## src/rtl/key_pkg.sv

```systemverilog
// Shared types and defaults for the multi-channel key debouncer.
package key_pkg;

    // Per-channel press-tracking states
    typedef enum logic [1:0] {
        ST_IDLE    = 2'd0,
        ST_PRESSED = 2'd1,
        ST_LONG    = 2'd2
    } key_st_e;

    // Raw pin polarity selectors
    localparam bit POL_ACTIVE_LOW  = 1'b1;
    localparam bit POL_ACTIVE_HIGH = 1'b0;

    // Default geometry (~22 ms debounce at 12 MHz)
    localparam int unsigned DEF_N_KEYS    = 4;
    localparam int unsigned DEF_CNT_W     = 18;
    localparam int unsigned DEF_LONG_W    = 24;
    localparam int unsigned DEF_REPEAT_W  = 21;
    localparam bit          DEF_REPEAT_EN = 1'b1;

endpackage

```

## src/rtl/key_debounce_multi_if.sv

```systemverilog
// Key pins in, debounced levels and event pulses out.
interface key_debounce_multi_if
    import key_pkg::*;
#(
    parameter int unsigned N_KEYS = DEF_N_KEYS
);

    logic [N_KEYS-1:0] key_in;
    logic [N_KEYS-1:0] key_state;
    logic [N_KEYS-1:0] key_down;
    logic [N_KEYS-1:0] key_up;
    logic [N_KEYS-1:0] key_long;
    logic [N_KEYS-1:0] key_rpt;
    logic              key_any;

    // Board / stimulus side
    modport master (
        output key_in,
        input  key_state, key_down, key_up, key_long, key_rpt, key_any
    );

    // Debouncer side
    modport slave (
        input  key_in,
        output key_state, key_down, key_up, key_long, key_rpt, key_any
    );

endinterface

```

## src/rtl/key_debounce_ch.sv

```systemverilog
// One key channel: synchroniser, debounce counter, press FSM, long-press and repeat timers.
module key_debounce_ch
    import key_pkg::*;
#(
    parameter int unsigned CNT_W      = DEF_CNT_W,
    parameter int unsigned LONG_W     = DEF_LONG_W,
    parameter int unsigned REPEAT_W   = DEF_REPEAT_W,
    parameter bit          REPEAT_EN  = DEF_REPEAT_EN,
    parameter bit          ACTIVE_LOW = POL_ACTIVE_LOW
) (
    input  logic clk,
    input  logic rst,
    input  logic i_key,
    output logic o_key_state,
    output logic o_key_down,
    output logic o_key_up,
    output logic o_key_long,
    output logic o_key_rpt,
    output logic o_key_state_nxt_c
);

    logic                w_pressed;
    logic                r_s0;
    logic                r_s1;
    logic [CNT_W-1:0]    r_dcnt;
    logic                r_state;
    logic                w_toggle;
    logic                w_rise;
    logic                w_fall;

    key_st_e             r_fsm;
    key_st_e             w_fsm_nxt;
    logic [LONG_W-1:0]   r_hcnt;
    logic [LONG_W-1:0]   w_hcnt_nxt;
    logic [REPEAT_W-1:0] r_rcnt;
    logic [REPEAT_W-1:0] w_rcnt_nxt;
    logic                r_down;
    logic                r_up;
    logic                r_long;
    logic                r_rpt;
    logic                w_down_nxt;
    logic                w_up_nxt;
    logic                w_long_nxt;
    logic                w_rpt_nxt;

    assign w_pressed = ACTIVE_LOW ? ~i_key : i_key;

    // Two-flop synchroniser; reset holds the released level
    always_ff @(posedge clk or negedge rst) begin
        if (!rst) begin
            r_s0 <= 1'b0;
            r_s1 <= 1'b0;
        end else begin
            r_s0 <= w_pressed;
            r_s1 <= r_s0;
        end
    end

    assign w_toggle          = (r_s1 != r_state) && (r_dcnt == '1);
    assign w_rise            = w_toggle && !r_state;
    assign w_fall            = w_toggle &&  r_state;
    assign o_key_state_nxt_c = r_state ^ w_toggle;

    // Debounce: a new level must persist for a full counter period before it is accepted
    always_ff @(posedge clk or negedge rst) begin
        if (!rst) begin
            r_dcnt  <= '0;
            r_state <= 1'b0;
        end else begin
            if (r_s1 == r_state || w_toggle) begin
                r_dcnt <= '0;
            end else begin
                r_dcnt <= r_dcnt + CNT_W'(1);
            end
            r_state <= o_key_state_nxt_c;
        end
    end

    // FSM state, timers and registered pulses
    always_ff @(posedge clk or negedge rst) begin
        if (!rst) begin
            r_fsm  <= ST_IDLE;
            r_hcnt <= '0;
            r_rcnt <= '0;
            r_down <= 1'b0;
            r_up   <= 1'b0;
            r_long <= 1'b0;
            r_rpt  <= 1'b0;
        end else begin
            r_fsm  <= w_fsm_nxt;
            r_hcnt <= w_hcnt_nxt;
            r_rcnt <= w_rcnt_nxt;
            r_down <= w_down_nxt;
            r_up   <= w_up_nxt;
            r_long <= w_long_nxt;
            r_rpt  <= w_rpt_nxt;
        end
    end

    // Next-state and pulse decode; a debounced release overrides everything
    always_comb begin
        w_fsm_nxt  = r_fsm;
        w_hcnt_nxt = r_hcnt;
        w_rcnt_nxt = r_rcnt;
        w_down_nxt = w_rise;
        w_up_nxt   = w_fall;
        w_long_nxt = 1'b0;
        w_rpt_nxt  = w_rise;

        if (w_fall) begin
            w_fsm_nxt  = ST_IDLE;
            w_hcnt_nxt = '0;
            w_rcnt_nxt = '0;
        end else begin
            case (r_fsm)
                ST_IDLE: begin
                    if (w_rise) begin
                        w_fsm_nxt  = ST_PRESSED;
                        w_hcnt_nxt = '0;
                        w_rcnt_nxt = '0;
                    end
                end
                ST_PRESSED: begin
                    if (r_hcnt == '1) begin
                        w_fsm_nxt  = ST_LONG;
                        w_long_nxt = 1'b1;
                        w_rcnt_nxt = '0;
                    end else begin
                        w_hcnt_nxt = r_hcnt + LONG_W'(1);
                    end
                end
                ST_LONG: begin
                    w_rcnt_nxt = r_rcnt + REPEAT_W'(1);
                    if (REPEAT_EN && r_rcnt == '1) begin
                        w_rpt_nxt = 1'b1;
                    end
                end
                default: begin
                    w_fsm_nxt  = ST_IDLE;
                    w_hcnt_nxt = '0;
                    w_rcnt_nxt = '0;
                end
            endcase
        end
    end

    assign o_key_state = r_state;
    assign o_key_down  = r_down;
    assign o_key_up    = r_up;
    assign o_key_long  = r_long;
    assign o_key_rpt   = r_rpt;

endmodule

```

## src/rtl/key_debounce_multi.sv

```systemverilog
// N independent debounced key channels plus a combined any-key-held flag.
module key_debounce_multi
    import key_pkg::*;
#(
    parameter int unsigned N_KEYS     = DEF_N_KEYS,
    parameter int unsigned CNT_W      = DEF_CNT_W,
    parameter int unsigned LONG_W     = DEF_LONG_W,
    parameter int unsigned REPEAT_W   = DEF_REPEAT_W,
    parameter bit          REPEAT_EN  = DEF_REPEAT_EN,
    parameter bit          ACTIVE_LOW = POL_ACTIVE_LOW
) (
    input logic                  clk,
    input logic                  rst,
    key_debounce_multi_if.slave  kbus
);

    logic [N_KEYS-1:0] w_state;
    logic [N_KEYS-1:0] w_down;
    logic [N_KEYS-1:0] w_up;
    logic [N_KEYS-1:0] w_long;
    logic [N_KEYS-1:0] w_rpt;
    logic [N_KEYS-1:0] w_state_nxt;
    logic              r_key_any;

    // One channel instance per key
    for (genvar g = 0; g < int'(N_KEYS); g++) begin : g_ch
        key_debounce_ch #(
            .CNT_W      (CNT_W),
            .LONG_W     (LONG_W),
            .REPEAT_W   (REPEAT_W),
            .REPEAT_EN  (REPEAT_EN),
            .ACTIVE_LOW (ACTIVE_LOW)
        ) u_ch (
            .clk               (clk),
            .rst               (rst),
            .i_key             (kbus.key_in[g]),
            .o_key_state       (w_state[g]),
            .o_key_down        (w_down[g]),
            .o_key_up          (w_up[g]),
            .o_key_long        (w_long[g]),
            .o_key_rpt         (w_rpt[g]),
            .o_key_state_nxt_c (w_state_nxt[g])
        );
    end

    // Any-key flag built from next-state levels so it lines up with key_state
    always_ff @(posedge clk or negedge rst) begin
        if (!rst) begin
            r_key_any <= 1'b0;
        end else begin
            r_key_any <= |w_state_nxt;
        end
    end

    assign kbus.key_state = w_state;
    assign kbus.key_down  = w_down;
    assign kbus.key_up    = w_up;
    assign kbus.key_long  = w_long;
    assign kbus.key_rpt   = w_rpt;
    assign kbus.key_any   = r_key_any;

endmodule

```

## src/flat_wrapper.sv

```systemverilog
// flat-port wrapper written by rule: the top's interface ports become plain ports
module key_debounce_multi_flat import key_pkg::*;
#(
    parameter int unsigned N_KEYS     = DEF_N_KEYS,
    parameter int unsigned CNT_W      = DEF_CNT_W,
    parameter int unsigned LONG_W     = DEF_LONG_W,
    parameter int unsigned REPEAT_W   = DEF_REPEAT_W,
    parameter bit          REPEAT_EN  = DEF_REPEAT_EN,
    parameter bit          ACTIVE_LOW = POL_ACTIVE_LOW
)
  (clk, rst, kbus_key_in, kbus_key_state, kbus_key_down, kbus_key_up, kbus_key_long, kbus_key_rpt, kbus_key_any);
  key_debounce_multi_if #(.N_KEYS(N_KEYS)) kbus_i ();
  input logic clk;
  input logic rst;
  input wire logic [$bits(kbus_i.key_in)-1:0] kbus_key_in;
  output wire logic [$bits(kbus_i.key_state)-1:0] kbus_key_state;
  output wire logic [$bits(kbus_i.key_down)-1:0] kbus_key_down;
  output wire logic [$bits(kbus_i.key_up)-1:0] kbus_key_up;
  output wire logic [$bits(kbus_i.key_long)-1:0] kbus_key_long;
  output wire logic [$bits(kbus_i.key_rpt)-1:0] kbus_key_rpt;
  output wire logic [$bits(kbus_i.key_any)-1:0] kbus_key_any;
  assign kbus_i.key_in = kbus_key_in;
  assign kbus_key_state = kbus_i.key_state;
  assign kbus_key_down = kbus_i.key_down;
  assign kbus_key_up = kbus_i.key_up;
  assign kbus_key_long = kbus_i.key_long;
  assign kbus_key_rpt = kbus_i.key_rpt;
  assign kbus_key_any = kbus_i.key_any;
  key_debounce_multi #(.N_KEYS(N_KEYS), .CNT_W(CNT_W), .LONG_W(LONG_W), .REPEAT_W(REPEAT_W), .REPEAT_EN(REPEAT_EN), .ACTIVE_LOW(ACTIVE_LOW)) u_core (.clk(clk), .rst(rst), .kbus(kbus_i));
endmodule
```

## config.mk

```make
export PLATFORM = sky130hd
export DESIGN_NAME = key_debounce_multi_flat
export DESIGN_NICKNAME = d
export VERILOG_FILES = /design/src/rtl/key_pkg.sv /design/src/rtl/key_debounce_multi_if.sv /design/src/rtl/key_debounce_ch.sv /design/src/rtl/key_debounce_multi.sv /design/src/flat_wrapper.sv
export SDC_FILE = /design/constraint.sdc
export NUM_CORES = 1
export LEC_CHECK = 0
export CAP_MARGIN = 15
export CORE_MARGIN = 2
export CORE_UTILIZATION = 55
export DETAILED_ROUTE_END_ITERATION = 10
export GPL_TIMING_DRIVEN = 0
export MAX_ROUTING_LAYER = met4
export PLACE_DENSITY_LB_ADDON = 0.25
export SYNTH_ARGS = -nofsm -noshare
export SYNTH_HDL_FRONTEND = slang
export SYNTH_SLANG_ARGS = --single-unit
export TNS_END_PERCENT = 30
```

## constraint.sdc

```tcl
create_clock -name clk -period 3 [get_ports clk]
set_clock_uncertainty 0.05 [all_clocks]
set_input_delay 0.45 -clock clk [delete_from_list [all_inputs] [get_ports clk]]
set_output_delay 0.45 -clock clk [all_outputs]
set_load 0.05 [all_outputs]
```

==> results of run 1 <==
## power groups by stage
stage	sequential, W	clock, W	combinational (W)
floorplan	0.00400	0	0.0000402
global placement	0.00401	0	0.000136
detailed placement	0.00400	0	0.000152
CTS	0.00393	0.00466	0.000153
global route	0.00393	0.00483	0.000171
finish	0.00393	0.00457	0.000146
## kinds of logic after synthesis
group           share of synthesized area
compound gates                     0.1657
xor+xnor                          0.03567
fa+ha+maj                        0.009706
buf+inv                           0.03729
flops                              0.4675
mux                              0.004934
simple gates                       0.2791
## registers in the layout (all words and copies together), names as in the netlist, 8 cells and up
name                     count
u_core.g_ch.u_ch.r_fsm       8
u_core.g_ch.u_ch.r_hcnt     96
u_core.g_ch.u_ch.r_dcnt     72
u_core.g_ch.u_ch.r_rcnt     84
## routing by layer
metal / part of all wire / track usage / vias up / routed length [um]
met5: 0 / - / - / 0
met4: 0.014 / 0.06080 / 0 / 499
met3: 0.041 / 0.03175 / 48 / 1414
met2: 0.48 / 0.4079 / 277 / 16870
met1: 0.46 / 0.3309 / 6485 / 16080
li1: - / - / 6362 / -
## cells in the mapped netlist (19+ instances only)
cell,count
nor4_1,37
a21o_1,25
xnor2_1,29
a31oi_1,34
buf_4,20
a21oi_1,40
clkbuf_1,50
and3_1,94
nand4_1,63
or3_1,19
nor2_1,137
nand3_1,126
o21ai_0,49
nor3_1,94
a211o_1,69
dfrtp_1,289
nand2_1,130
xor2_1,34
inv_1,42
## worst paths after layout
path | cells after the start | to | slack (ns) | start
setup / recovery | 9 | u_core.g_ch[1].u_ch.r_rcnt[7] | 0.11 | u_core.g_ch[1].u_ch.r_hcnt[1]
hold / removal | 0 | u_core.g_ch[1].u_ch.r_s1 | 0.30 | u_core.g_ch[1].u_ch.r_s0
setup reg to reg | 9 | u_core.g_ch[1].u_ch.r_rcnt[7] | 0.11 | u_core.g_ch[1].u_ch.r_hcnt[1]
hold reg to reg | 0 | u_core.g_ch[1].u_ch.r_s1 | 0.30 | u_core.g_ch[1].u_ch.r_s0
max in group asynchronous | 5 | u_core.g_ch[0].u_ch.r_hcnt[1] | 0.97 | rst
min in group asynchronous | 2 | u_core.g_ch[1].u_ch.r_dcnt[10] | 0.42 | rst
## metrics by stage
step / cell area (um^2) / total power, W / std cells / setup WS (ns)
finish: 17660 / 0.008654 / 2124 / 0.1130
global route: 17660 / 0.008936 / 2124 / -0.03426
CTS: 17610 / 0.008744 / 2125 / 0.006784
detailed placement: 16290 / 0.004157 / 2063 / -0.1661
global placement: 16200 / 0.004145 / 2059 / -11.30
floorplan: 15470 / 0.004042 / 1655 / 0.2638
## worst max-delay path, cell delays in order, from the launching register on
cell and delay, ns:
dfrtp_1 0.44, ha_4 0.18, nand3_2 0.12, or4_4 0.54
buf_6 0.16, or4_4 0.52, buf_6 0.16, and2_4 0.16
buf_6 0.14, a211o_1 0.29
## what timing repair did
action	in CTS	in global routing
hold buffers	1	0
setup endpoints to repair	32	82
gates resized for setup	5	19
pin swaps	0	1
hold endpoints to repair	67	0
## cell type report
type | count | area [um^2] | share of cell area
Inverter | 42 | 157.7 | 0.008929
Clock inverter | 12 | 216.5 | 0.01226
Buffer | 80 | 424.2 | 0.02402
Tap cell | 378 | 473.0 | 0.02679
Sequential cell | 289 | 7233 | 0.4097
Multi-Input combinational cell | 1243 | 7739 | 0.4383
Clock buffer | 49 | 1051 | 0.05952
Timing Repair Buffer | 31 | 362.8 | 0.02055
==> flow_summary.ini, run 1 <==
[route]
wl_per_cell_um = 16.42
dr.first_iter.drc_count = 891
routed_wl_um = 34870
vias = 13172
antenna_left = 0
drc = 0
drt-vias-per-instance = 6.202
first_pass_iters = 5

[timing]
timing.final.hold_violations = 0
hold_ws_ns = 0.3028
fin_crit_ns = 2.887
maxSlewViolCount = 0
timing_worst_slew_pin_value_ns = 0.9766
setup_viol = 0
maxSlewHeadroom = 0.3429
rsz0062_at_grt = yes
fmax_mhz = 346.4
tns_ns = 0
period_share = 0.9623

[setup_path]
cp-start-kind = register
critPathArrivalTime_ns = 3.22
worstSetupEndpointType = register
cp.required_ns = 3.34
path_max_fanout = 10
worst-setup-path-type = register to register

[min_path]
min_path_type = register to register

[yosys]
netlist_area_um2 = 15470
synth_top_area_share = 0.4675
synth_ff_type = dfrtp_1
yosysTopAreaCell = dfrtp_1
synth-edff-count = 0
async_flop_share = 1.000
synth_area_leaders = dfrtp_1 47%, nand3_1 4.1%, a211o_1 3.9%
synth_seq_cells = 289
syn_nets = 1673
avgSynthCellArea_um2 = 9.347
syn_inst = 1655
yosysUniqueCellTypes = 79
ys_seq_area_frac = 0.4675
yosys_warnings = 0

[power]
power_frac_seq = 0.455
ir_worst_vdd_mv = 0.4132
p_leak_nw = 8.097
p_int_w = 0.006907
pwr-share-comb = 0.017
power_density_nw_per_um2 = 490.1
power_switching_w = 0.001747
swShare = 0.2019
power.share.clock = 0.529

[finish]
drive_gt1_frac = 0.07847
syn2layout_area_growth_pct = 14.15
final_common_cell = dfrtp_1
mostFrequentLayoutCells = 288 x dfrtp_1, 137 x nor2_1, 130 x nand2_1
nets = 1739
n_fill_cell = 2273
postLayoutCoreUtil = 0.6373
diodes = 0

[floorplan]
start_util = 0.5583
ioPinCount = 27
core_um2 = 27710
row_count = 61
fp.dieH_um = 171.7
dieArea_um2 = 29480
die_w_um = 171.7

[clock_network]
clock_sink_count = 289
cts_setup_buffers = 0
clk_path_buf_depth = 3
numCtsBuffers = 34
h-tree-depth = 2
clk_latency_ns = 0.51
cts_tree = yes
path_clk_slew_ns = 0.06
cts-root-buf = clkbuf_16

[status]
status = complete, no violations

[placement]
io_buffers = 26
place_hpwl_um = 23060
place.gp.congestion = 0.8882

[run]
maxCapViolations = 0

[global_route]
grt_pass1_wl_um = 59820
grt_pass1_vias = 12662
grt_max_degree = 80
overflow = 0
grt_usage = 0.2489
antenna_found_initial = 0
No activity file was read; power rests on OpenSTA's default activity.
==> inputs of run 2 (changes only) <==
--- a/config.mk
+++ b/config.mk
@@ -12,6 +12,7 @@
 export GPL_TIMING_DRIVEN = 0
 export MAX_ROUTING_LAYER = met4
 export PLACE_DENSITY_LB_ADDON = 0.25
+export SLEW_MARGIN = 20
 export SYNTH_ARGS = -nofsm -noshare
 export SYNTH_HDL_FRONTEND = slang
 export SYNTH_SLANG_ARGS = --single-unit
==> run 2 against run 1 <==
Net effect:
- core utilization fell by 0.38 points
- register-to-register slack got worse by 0.04 ns
- maximum frequency fell by 1.3%
- critical path type unchanged
- highest routed layer unchanged
==> flow_summary.ini, run 2 (synthesis results as in run 1) <==
[finish]
reg_top3 = u_core.g_ch.u_ch.r_hcnt (96), u_core.g_ch.u_ch.r_rcnt (84), u_core.g_ch.u_ch.r_dcnt (72)
diodes = 0
nets = 1738
multi_input_area_um2 = 7741
n_fill_cell = 2269
stdcell_count = 2121
design_area_um2 = 17550
regArea_um2 = 7234
drive_gt1_frac = 0.07573
top_register = u_core.g_ch.u_ch.r_hcnt
largest_reg_flops = 96
syn2layout_area_growth_pct = 13.46
mostFrequentLayoutCells = 287 x dfrtp_1, 137 x nor2_1, 130 x nand2_1
final_common_cell = dfrtp_1

[route]
drc = 0
antenna_left = 0
wl_per_cell_um = 16.26
routed_wl_um = 34490
vias = 13268
drt-vias-per-instance = 6.256
dr.first_iter.drc_count = 937
first_pass_iters = 5

[floorplan]
die_w_um = 171.7
ioPinCount = 27
fp.dieH_um = 171.7
dieArea_um2 = 29480
row_count = 61
start_util = 0.5583
core_um2 = 27710

[power]
pwr-share-comb = 0.017
p_int_w = 0.006596
power_density_nw_per_um2 = 475.2
power_frac_seq = 0.472
power.total_w = 0.008341
swShare = 0.2091
p_leak_nw = 8.026
power_switching_w = 0.001744
power.share.clock = 0.511
ir_worst_vdd_mv = 0.3673

[timing]
fmax_mhz = 341.8
maxSlewHeadroom = 0.3776
timing.final.hold_violations = 0
maxSlewViolCount = 0
rsz0062_at_grt = yes
fin_crit_ns = 2.926
fin_ws_ns = 0.07433
period_share = 0.9752
setup_viol = 0
hold_ws_ns = 0.3006
timing_worst_slew_pin_value_ns = 0.9250

[setup_path]
r2r_start = u_core.g_ch[3].u_ch.r_dcnt[0]
critPathArrivalTime_ns = 3.27
crit_start = u_core.g_ch[3].u_ch.r_dcnt[0]
reg2reg_to = u_core.g_ch[3].u_ch.r_hcnt[20]
worst-setup-path-type = register to register
worstSetupEndpointType = register
cp-start-kind = register
r2r_slack_ns = 0.07
cp.required_ns = 3.34
path_max_fanout = 10
r2r_cells = 8

[run]
maxCapViolations = 0

[clock_network]
path_clk_slew_ns = 0.06
clk_path_buf_depth = 3
cts-root-buf = clkbuf_16
numCtsBuffers = 34
clk_latency_ns = 0.51
cts_tree = yes
cts_setup_buffers = 0
clock_sink_count = 289
h-tree-depth = 2

[placement]
place_inst = 2062
place.gp.congestion = 0.8882
place_hpwl_um = 22880
pre_cts_ws_ns = -0.1764
io_buffers = 26
post_dp_cell_area_um2 = 16300

[min_path]
holdPathEnd = u_core.g_ch[1].u_ch.r_s1
min_path_type = register to register
hold_start = u_core.g_ch[1].u_ch.r_s0
min_path_cells = 0

[status]
status = complete, no violations

[global_route]
overflow = 0
antenna_found_initial = 0
grt_usage = 0.2454
grt_max_degree = 80
grt_pass1_vias = 12437
grt_pass1_wl_um = 58830
run 2: cell types whose count changed in the layout (fill, tap and decap cells not counted), sizes merged:
cell / before / now
bufinv: 6 / 3
clkinvlp: 1 / 3
buf: 36 / 35
clkbuf: 98 / 97
run 2: critical path, cell delays in order (launching register included):
cell and delay, ns:
dfrtp_1 0.39, ha_1 0.21, nand3_1 0.21, nor3_1 0.32, clkbuf_1 0.39, a21boi_0 0.39
clkbuf_1 0.34, and3_1 0.24, a211o_1 0.26
run 2: worst max path at each step:
stage / end / cells past startpoint
detailed placement: u_core.g_ch[0].u_ch.r_rcnt[16] / 8
CTS: u_core.g_ch[1].u_ch.r_rcnt[7] / 9
floorplan: u_core.g_ch[1].u_ch.r_rcnt[14] / 9
finish: u_core.g_ch[3].u_ch.r_hcnt[20] / 8
global placement: u_core.g_ch[0].u_ch.r_hcnt[11] / 1
global route: u_core.g_ch[3].u_ch.r_hcnt[16] / 8
run 2: routing by layer:
layer / global-route usage / vias up / share of wire
met4: 0.07443 / 0 / 0.021
li1: - / 6379 / -
met3: 0.03129 / 60 / 0.040
met2: 0.3899 / 315 / 0.47
met1: 0.3308 / 6514 / 0.46
met5: - / - / 0
run 2: through the flow:
stage / setup TNS [ns] / util
2_1_floorplan: 0 / -
3_3_place_gp: -3256.91 / 0.5848
3_5_place_dp: -2.019 / 0.5882
4_1_cts: 0 / 0.6320
5_1_grt: -0.4071 / 0.6335
6_report: 0 / 0.6335
run 2: final cells by class:
class	count	area share
multi-input combinational	1243	0.4411
sequential	289	0.4122
clock buffer	48	0.05853
tap	378	0.02695
buffer	80	0.02403
timing repair buffer	30	0.02039
inverter	42	0.008983
clock inverter	11	0.007842
run 2: repair_timing:
item                                    in CTS  in global routing
endpoints found under the setup margin      28                 81
hold endpoints to repair                    67                  0
hold buffers                                 1                  0
gates resized for setup                      5                 15
pin swaps                                    0                  1
gates cloned                                 0                  0
run 2: power by group through the flow:
stage          clock network, W  registers [W]   logic, W
5_1_grt                 0.00451        0.00393   0.000171
3_5_place_dp                  0        0.00400   0.000152
4_1_cts                 0.00434        0.00393   0.000154
6_report                0.00426        0.00393   0.000145
3_3_place_gp                  0        0.00401   0.000136
2_1_floorplan                 0        0.00400  0.0000402
